## src/rtl/dj_audio_pkg.sv

```systemverilog
// Shared audio definitions: loop length default, note codes, half-period table
// for a 100 MHz system clock, and the tone synthesiser state encoding.
package dj_audio_pkg;

  localparam int LEN_DEFAULT = 6250000;

  typedef logic [3:0] note_code_t;

  localparam note_code_t NOTE_REST = 4'd0;
  localparam note_code_t NOTE_C4   = 4'd1;
  localparam note_code_t NOTE_D4   = 4'd2;
  localparam note_code_t NOTE_E4   = 4'd3;
  localparam note_code_t NOTE_F4   = 4'd4;
  localparam note_code_t NOTE_G4   = 4'd5;
  localparam note_code_t NOTE_A4   = 4'd6;
  localparam note_code_t NOTE_B4   = 4'd7;
  localparam note_code_t NOTE_C5   = 4'd8;

  // Half periods in clk cycles at 100 MHz, C4..C6; entry 0 is the rest code.
  localparam logic [17:0] NOTE_HP [16] = '{
    18'd0,      18'd191113, 18'd170262, 18'd151686,
    18'd143172, 18'd127551, 18'd113636, 18'd101239,
    18'd95557,  18'd85131,  18'd75843,  18'd71586,
    18'd63776,  18'd56818,  18'd50619,  18'd47778
  };

  // IDLE: stopped | TONE: sounding part of slot | GAP: articulation silence
  typedef enum logic [1:0] {
    IDLE = 2'd0,
    TONE = 2'd1,
    GAP  = 2'd2
  } state_t;

endpackage

```

## src/rtl/beat_note_rom.sv

```systemverilog
// Melody ROM: one note code per slot; swap this file to change the tune.
module beat_note_rom
  import dj_audio_pkg::*;
(
  input  logic [3:0] i_note_idx,
  output logic [3:0] o_code
);

  always_comb begin
    o_code = NOTE_REST;
    case (i_note_idx)
      4'd0:    o_code = NOTE_C4;
      4'd1:    o_code = NOTE_E4;
      4'd2:    o_code = NOTE_G4;
      4'd3:    o_code = NOTE_C5;
      4'd4:    o_code = NOTE_A4;
      4'd5:    o_code = NOTE_REST;
      4'd6:    o_code = NOTE_G4;
      4'd7:    o_code = NOTE_E4;
      4'd8:    o_code = NOTE_F4;
      4'd9:    o_code = NOTE_F4;
      4'd10:   o_code = NOTE_E4;
      4'd11:   o_code = NOTE_E4;
      4'd12:   o_code = NOTE_D4;
      4'd13:   o_code = NOTE_D4;
      4'd14:   o_code = NOTE_C4;
      default: o_code = NOTE_REST;
    endcase
  end

endmodule

```

## src/rtl/beat_tone_synth.sv

```systemverilog
// Tracks the melody slot from the player's beat index and synthesises a
// volume-scaled square wave with a silent gap at the end of each slot.
module beat_tone_synth
  import dj_audio_pkg::*;
#(
  parameter int          LEN      = LEN_DEFAULT,
  parameter int          SLOT_LEN = 390625,
  parameter int          GAP_LEN  = 20000,
  parameter logic [15:0] AMP_STEP = 16'h0800,
  parameter int          HP_SHIFT = 0
) (
  input  logic        clk,
  input  logic        reset,
  input  logic [25:0] ibeat,
  input  logic        play_or_not,
  input  logic        pause,
  input  logic        mute,
  input  logic [2:0]  volume,
  output logic [15:0] audio_out,
  output logic [3:0]  note_idx,
  output logic        tone_active,
  output logic        sync_err
);

  localparam int SP_W      = $clog2(SLOT_LEN);
  localparam int NUM_SLOTS = LEN / SLOT_LEN;

  state_t         r_state;
  state_t         w_state_next;
  logic [25:0]    r_ibeat_prev;
  logic [SP_W-1:0] r_slot_pos;
  logic [SP_W-1:0] w_slot_pos_next;
  logic [3:0]     r_note_idx;
  logic [3:0]     w_note_idx_next;
  logic           r_sync_err;
  logic [17:0]    r_hp_cnt;
  logic           r_phase;
  logic [15:0]    r_audio;

  logic           w_step;
  logic           w_inc;
  logic           w_wrap;
  logic           w_resync;
  logic           w_restart;
  logic [3:0]     w_code;
  logic [17:0]    w_hp;
  logic           w_hp_last;
  logic [15:0]    w_amp;
  logic           w_sound_en;
  logic           w_tone_active;

  beat_note_rom u_rom (
    .i_note_idx (r_note_idx),
    .o_code     (w_code)
  );

  always_comb begin
    w_step   = (ibeat != r_ibeat_prev);
    w_inc    = w_step && (ibeat == r_ibeat_prev + 26'd1);
    w_wrap   = w_step && !w_inc && (ibeat == '0);
    w_resync = w_step && !w_inc && !w_wrap;
  end

  // Resync outranks wrap, which outranks the slot boundary.
  always_comb begin
    w_slot_pos_next = r_slot_pos;
    w_note_idx_next = r_note_idx;
    w_restart       = 1'b0;
    if (w_resync || w_wrap) begin
      w_slot_pos_next = '0;
      w_note_idx_next = '0;
      w_restart       = 1'b1;
    end else if (w_inc) begin
      if (r_slot_pos == SP_W'(SLOT_LEN - 1)) begin
        w_slot_pos_next = '0;
        w_note_idx_next = (r_note_idx == 4'(NUM_SLOTS - 1)) ? 4'd0 : r_note_idx + 4'd1;
        w_restart       = 1'b1;
      end else begin
        w_slot_pos_next = r_slot_pos + 1'b1;
      end
    end
  end

  always_comb begin
    w_hp      = NOTE_HP[w_code] >> HP_SHIFT;
    w_hp_last = (r_hp_cnt == w_hp - 18'd1);
    w_amp     = 16'(volume) * AMP_STEP;
  end

  always_ff @(posedge clk or posedge reset) begin
    if (reset) begin
      r_state <= IDLE;
    end else begin
      r_state <= w_state_next;
    end
  end

  always_comb begin
    w_state_next = r_state;
    if (!play_or_not) begin
      w_state_next = IDLE;
    end else begin
      case (r_state)
        IDLE:    w_state_next = TONE;
        TONE:    if (w_slot_pos_next >= SP_W'(SLOT_LEN - GAP_LEN)) w_state_next = GAP;
        GAP:     if (w_restart) w_state_next = TONE;
        default: w_state_next = IDLE;
      endcase
    end
  end

  always_comb begin
    w_tone_active = (r_state == TONE) && !mute && !pause;
    w_sound_en    = w_tone_active && (w_code != NOTE_REST);
  end

  always_ff @(posedge clk or posedge reset) begin
    if (reset) begin
      r_ibeat_prev <= '0;
      r_slot_pos   <= '0;
      r_note_idx   <= '0;
      r_sync_err   <= 1'b0;
      r_hp_cnt     <= '0;
      r_phase      <= 1'b0;
      r_audio      <= '0;
    end else begin
      r_ibeat_prev <= ibeat;
      r_audio      <= w_sound_en ? (r_phase ? -w_amp : w_amp) : 16'd0;
      if (!play_or_not) begin
        r_slot_pos <= '0;
        r_note_idx <= '0;
        r_sync_err <= 1'b0;
        r_hp_cnt   <= '0;
        r_phase    <= 1'b0;
      end else begin
        r_slot_pos <= w_slot_pos_next;
        r_note_idx <= w_note_idx_next;
        if (w_resync) r_sync_err <= 1'b1;
        // Rests hold the counter so the next note starts on a clean phase.
        if (w_restart) begin
          r_hp_cnt <= '0;
          r_phase  <= 1'b0;
        end else if (!pause && (w_code != NOTE_REST)) begin
          if (w_hp_last) begin
            r_hp_cnt <= '0;
            r_phase  <= ~r_phase;
          end else begin
            r_hp_cnt <= r_hp_cnt + 18'd1;
          end
        end
      end
    end
  end

  assign audio_out   = r_audio;
  assign note_idx    = r_note_idx;
  assign tone_active = w_tone_active;
  assign sync_err    = r_sync_err;

endmodule

```

## config.mk

```make
export PLATFORM = sky130hd
export DESIGN_NAME = beat_tone_synth
export DESIGN_NICKNAME = d
export VERILOG_FILES = /design/src/rtl/dj_audio_pkg.sv /design/src/rtl/beat_note_rom.sv /design/src/rtl/beat_tone_synth.sv
export SDC_FILE = /design/constraint.sdc
export NUM_CORES = 1
export LEC_CHECK = 0
export BUFFER_PORTS_ARGS = -buffer_cell sky130_fd_sc_hd__clkbuf_2
export CORE_ASPECT_RATIO = 2
export CORE_MARGIN = 4
export CORE_UTILIZATION = 47
export CTS_BUF_LIST = sky130_fd_sc_hd__clkbuf_2 sky130_fd_sc_hd__clkbuf_4 sky130_fd_sc_hd__clkbuf_8
export DETAILED_ROUTE_END_ITERATION = 16
export PLACE_DENSITY = 0.66
export SYNTH_ARGS = -nofsm -noshare
export SYNTH_HDL_FRONTEND = slang
export SYNTH_SLANG_ARGS = --single-unit
```

## constraint.sdc

```tcl
create_clock -name clk -period 4.69 [get_ports clk]
set_input_delay 0.2345 -clock clk [delete_from_list [all_inputs] [get_ports clk]]
set_output_delay 0.2345 -clock clk [all_outputs]
set_load 0.02 [all_outputs]
```

After elaboration in Yosys (flattened, before gate mapping)
Memories as Yosys holds them, arrays and structs flattened.
Index checks and enable logic that the tools add are counted.
Widths: inputs -> output; s select.

cells by class
  add/sub/neg operators = 6
  $lt $le $gt $ge = 2
  eq/ne operators = 14
  multiplexer cells = 30
  bitwise logic cells = 2
  reduce and logical (&&, ||, !) cells = 19

operator list
  cell                   count
  $mux 18                6
  $mux 19                4
  $mux 16                2
  $add 26x1->26 const B  1
  $eq 26x26->1           1
  $logic_not 26->1       1
  $ne 26x26->1           1
  $mux 4                 5
  $add 19x1->19 const B  1
  $eq 19x19->1 const B   1
  $ge 19x19->1 const B   1
  $add 18x1->18 const B  1
  $eq 18x18->1           1
  $sub 18x1->18 const B  1
  $neg 14->16            1
  $ne 3x1->1 const B     4
  $mux 1                 9
  $logic_and 1x1->1      8
  $mux 2                 3
  $ne 3x3->1 const B     2
  $pmux 2 s3             1
  $reduce_and 2->1       3
  $ge 5x5->1 const B     1
  $not 4->5              1
  other kinds (10)       13

word-level totals
  register bits after elaboration = 87
  ROM bits = 352
  input port bits = 34
  logic and storage cells = 83
  memories = 2

memory list
  memory           depth  width  rd ports  clocked after memory_dff  write ports  line                   source
  (no name shown)  16     18     1         0                         0            beat_tone_synth.sv:85  w_hp = NOTE_HP[w_code] >> HP_SHIFT;
  (no name shown)  16     4      1         0                         0            beat_note_rom.sv:11    case (i_note_idx)

Depth between registers and ports, before layout
  depth in word-level cells = 14
  mapped depth = 21
  mapped depth without buffers = 18

By module
Synthesis repeated with hierarchy kept, for this count alone.

second synthesis, totals
  cell total of the unflattened synthesis = 784
  area, all modules = 6406.1 sq um

by module, submodules not included
  module           instances  cells an instance  area each (sq um)
  beat_tone_synth  1          764                6241.0
  beat_note_rom    1          20                 165.2

Worst setup path before layout
OpenSTA, ideal clock, no wires.

  path kind = register -> register
  start = register r_note_idx[0] (netlist: note_idx[0])
  end = register r_hp_cnt[10]
  library setup time = 0.121 ns
  arrival = 4.322 ns
  required time = 4.569 ns
  slack = 0.247 ns
  stages on the path, launching flop included = 21
  buffers on the path = 2
  period minus slack after synthesis = 4.443 ns
  path through = dfrtp_1 > inv_1 > ha_1 > mux2i_1 > o21ai_1 > inv_1 > ha_1 > clkbuf_1 > nor2_1 > nand2_1 > o221ai_1 > ha_1 > nand2b_1 > nand2b_1 > xnor2_1 > or4_1 > a211oi_1 > nand4_1 > o21bai_1 > buf_2 > nor2_1

between the ends
  longest elaborated chain between the ends = 11
  elaborated cells between the ends (all ways) = 14
  those cells by class = add/sub: 1; eq/ne: 2; mux: 6; bitwise: 1; reduce/logical: 2; memory: 2

RTL lines
  what                                         line                    source
  from (decl)                                  beat_tone_synth.sv:33   logic [3:0] r_note_idx;
  from (signal assigned)                       beat_tone_synth.sv:137  r_note_idx <= w_note_idx_next;
  $mem_v2 16x4 (*)                             -
  $not 4->5 (implied by the code)              beat_tone_synth.sv:85
  $mem_v2 16x18                                -
  $mux 18 (implied by the code) (2 in series)  beat_tone_synth.sv:85
  $sub 18x1->18                                beat_tone_synth.sv:86   w_hp_last = (r_hp_cnt == w_hp - 18'd1);
  $eq 18x18->1                                 beat_tone_synth.sv:86
  $mux 18                                      beat_tone_synth.sv:144  if (w_hp_last) begin
  $mux 18                                      beat_tone_synth.sv:143  end else if (!pause && (w_code != NOTE_REST)) begin
  $mux 18                                      beat_tone_synth.sv:140  if (w_restart) begin
  $mux 18                                      beat_tone_synth.sv:129  if (!play_or_not) begin
  to (signal assigned)                         beat_tone_synth.sv:148  r_hp_cnt <= r_hp_cnt + 18'd1;
  to (decl)                                    beat_tone_synth.sv:36   logic [17:0] r_hp_cnt;

Every way passes the cells marked *; elsewhere a longest branch is shown, timed or not. The select of a mux whose other input is x is not followed.
A chain may end at the register's enable or synchronous reset.

Final worst setup path
  start = register r_ibeat_prev[17]
  end = register r_state[0]

between the ends
  longest elaborated chain between the ends = 13
  elaborated cells between the ends (all ways) = 18
  those cells by class = add/sub: 1; order compare: 1; eq/ne: 4; mux: 4; reduce/logical: 8

RTL lines
  what                                   line                                          source
  from (decl)                            beat_tone_synth.sv:30                         logic [25:0] r_ibeat_prev;
  from (signal assigned)                 beat_tone_synth.sv:127                        r_ibeat_prev <= ibeat;
  $add 26x1->26                          beat_tone_synth.sv:59                         w_inc = w_step && (ibeat == r_ibeat_prev + 26'd1);
  $eq 26x26->1                           beat_tone_synth.sv:59
  $logic_and 1x1->1                      beat_tone_synth.sv:59
  $logic_not 1->1                        beat_tone_synth.sv:60, beat_tone_synth.sv:61
  $logic_and 1x1->1                      beat_tone_synth.sv:60, beat_tone_synth.sv:61
  $logic_and 1x1->1                      beat_tone_synth.sv:60                         w_wrap = w_step && !w_inc && (ibeat == '0);
  $logic_not 1->1                        beat_tone_synth.sv:61                         w_resync = w_step && !w_inc && !w_wrap;
  $logic_and 1x1->1                      beat_tone_synth.sv:61
  $logic_or 1x1->1                       beat_tone_synth.sv:69                         if (w_resync || w_wrap) begin
  $mux 19                                beat_tone_synth.sv:69
  $ge 19x19->1                           beat_tone_synth.sv:105                        TONE: if (w_slot_pos_next >= SP_W'(SLOT_LEN - GAP_LEN)) w_state_next = GAP;
  $ne 3x3->1 (no source line)            -
  $reduce_and 2->1 (no source line) (*)  -
  to (signal assigned)                   beat_tone_synth.sv:94                         r_state <= w_state_next;
  to (decl)                              beat_tone_synth.sv:28                         state_t r_state;

Every way passes the cells marked *; elsewhere a longest branch is shown, timed or not.

==> results.md <==
* Post-route cell area at 6720 sq um
* Final wirelength at 18.27 mm
* Core area at 12630 sq um
* Vias in the first global route at 5892
* Sequential area share after synthesis at 31.38%
* Critical Path Fanout Max at 5
* Leak at 2.600 nW
* P_int at approximately 0.00098 W
* Clock power frac at 38.4%
* Initial core utilization at 48.00%
* Root buf cell: clkbuf_8
* Via count at 5777
* Post-Syn Area at 6061 sq um
* Setup TNS at 0 ns
* Worst min path class: input pin to register
* CTS tree: done
* Max Cap Viol at 0
* Number of distinct library cells after synthesis at 76
* Worst relative slew slack at 33.11%
* Initial drt markers at 446
* Rows at 58
* Max Slew Vio Count at 0
* DR DRC count at 0
* Crit Path Category: register to register
* Cells after Synth at 738
* Fill cells at 1211
* Final core occ at 53.22%
* Count leader, synth: nor2_1
* Top cell type's share of synthesized area at between 30% and 40%
* Final hold vios at 0
* Top post-synthesis cells by count: nor2_1, nand2_1, dfrtp_1
* Setup crit start kind: register
* Status: complete, no violations
* CTS max path bufs at 2
* IO Pins at 56
* Worst-path clk slew at roughly 0.090 ns
* Post-route ant nets at 0
* Fmax at 0.2277 GHz
* Switching Share at 28.81%
* Worst hold slack at 0.01597 ns
* Largest area contributor in the netlist: dfrtp_1
* Dpl cell area at around 6400 sq um
* Port buffer count at 44
* Max VDD drop at 188.9 uV
* Global Route Usage Sum at 25.55%
* Seq cells post-synth at 76
* Synth top area cells: dfrtp_1, xnor2_1, nor2_1
* Gr ovfl total at 0
* Final setup skew at 0.01537 ns
* P_sw at approximately 0.00040 W
* Critical path's slowest cell: nor3_1
* RSZ-0062 raised after global routing: false
* Drt via density at roughly 6.1
* Reg power frac at 49.6%
* Placer congestion estimate at 0.9810
* Die Wd at 88.30 um
* Ys Warns at 0
* Dpl hpwl at 14.35 mm
* Post-synth ARST share at 100.0%
* Fraction of layout cells with a size suffix above 1 at a little over an eighth
* DRT Pass-1 Iters at 5
* N_diodes at 0
* Die Y at 168.6 um
* Critical Path Max Stage Delay at 0.64 ns
* CTS Sinks at 76
* Combinational share of power at 12.0%
* Clock latency on the worst-skew pair at ~0.37 ns
* Worst Path Required at 4.95 ns
* Count of final setup violators at 0
* Worst Tran Pin Value at 1.003 ns
* CTS buffer count at 9
* Layout area overhead at 10.88%
* Initial antenna violation count at 0
* CP Cell Sequence: nand3_1 -> nor3_1 -> a21oi_1 -> or4_1 -> or4b_4 -> or4_4 -> o21ai_1 -> and2_4 -> a211oi_1 -> or3_1 -> o21ai_2 -> o41ai_2
* Tcrit/Tclk final at between 90% and 100%
* Synth Flop Type: dfrtp_1
* EDFF count, synth at 0
* DR WL/cell at 19.36 um
* Die area at 14890 sq um
* Min Tclk post-route at 4.392 ns
* Power density cells at 205.2 nW/um^2
* Syn Area/Cell at 8.212 sq um
* First-pass GRT wire length at between 20 and 30 mm
* Layout Nets at 843
* Worst Setup End Kind: register
* Largest net degree at the start of global routing at between 70 and 80
* CTS HTree Levels at 3
* Worst Path Arrival at approximately 4.7 ns
[logic make-up (layout without fill, tap and decap cells)]
logic type	Yosys count	after routing	share of synthesized area (%)
flip-flops	76	76	31.38
XOR/XNOR	90	90	13.01
AND/OR/NAND/NOR	354	354	30.95
adder cells (fa/ha/maj)	20	20	4.129
buffers and inverters	62	108	4.851
AO/OA/AOI/OAI	127	127	14.31
multiplexers	8	8	1.321
other	1	11	0.06187
[layout by cell type, fill, tap and decap left out, types with 11 or more instances in the layout]
cell / instances
conb_1: 11
nor4_1: 20
xnor2_1: 62
clkbuf_2: 44
buf_4: 13
nor3_1: 22
o21ai_0: 19
xor2_1: 28
nand2_1: 80
nor2_1: 85
nand3_1: 20
a21oi_1: 31
dfrtp_1: 76
nand4_1: 24
ha_1: 19
or3_1: 12
inv_1: 25
and3_1: 15
[power groups by stage]
stage / Clock [W] / Sequential (W) / Combinational [W]
2_1_floorplan: 0 / 0.000695 / 0.000106
3_3_place_gp: 0 / 0.000696 / 0.000153
3_5_place_dp: 0 / 0.000697 / 0.000157
4_1_cts: 0.000543 / 0.000684 / 0.000163
5_1_grt: 0.000571 / 0.000686 / 0.000181
6_report: 0.000530 / 0.000684 / 0.000165
[critical path: cells and delay by family, from the launching register on]
kind,cells,cell delay (ns)
simple gates,7,3.13
compound gates,5,0.68
flops,1,0.45
[flip-flops by register name, summed over array words and instances, names as in the netlist]
name / cells
r_ibeat_prev: 26
audio_out: 5
r_slot_pos: 19
r_state: 2
sync_err: 1
r_hp_cnt: 18
note_idx: 4
r_phase: 1
[path summary, 6_finish.rpt]
check	end	start	cells after the start	slack [ns]
min reg2reg	sync_err$_DFFE_PP0P_	sync_err$_DFFE_PP0P_	2	0.51
min	r_ibeat_prev[0]$_DFF_PP0_	ibeat[0]	1	0.02
max	r_state[0]$_DFFE_PP0P_	r_ibeat_prev[17]$_DFF_PP0_	12	0.30
min in group asynchronous	r_ibeat_prev[16]$_DFF_PP0_	reset	3	0.15
max reg2reg	r_state[0]$_DFFE_PP0P_	r_ibeat_prev[17]$_DFF_PP0_	12	0.30
max in group asynchronous	r_hp_cnt[4]$_DFFE_PP0P_	reset	3	3.90
[final cells by class]
type | instances | area, sq um | share of cell area [%]
Inverter | 26 | 98.84 | 1.471
Sequential cell | 76 | 1902 | 28.30
Timing Repair Buffer | 66 | 407.9 | 6.070
Multi-Input combinational cell | 610 | 3920 | 58.33
Clock inverter | 7 | 80.08 | 1.192
Tap cell | 150 | 187.7 | 2.793
Clock buffer | 9 | 123.9 | 1.843
[metrics by stage]
step	instances	setup slack [ns]	total power (W)
2_1_floorplan	748	0.2468	0.0008007
6_report	944	0.2984	0.001379
5_1_grt	944	0.003467	0.001438
3_3_place_gp	919	0.4423	0.0008492
3_5_place_dp	919	0.3003	0.0008537
4_1_cts	943	0.2923	0.001389
[metal layers]
metal,track usage [%],vias to the layer above,part of all wire [%]
li1,-,2728,-
met1,23.56,2770,32
met2,48.32,191,57
met3,3.702,88,3.4
met4,17.96,0,7.6
met5,0,-,0
[what timing repair did]
item | in CTS | in global routing
resized for setup | 0 | 4
hold buffers | 8 | 1
hold endpoints to repair | 8 | 1
buffers inserted | 0 | 0
setup endpoints to repair | 0 | 18
Power figures use the tool's default switching activity.
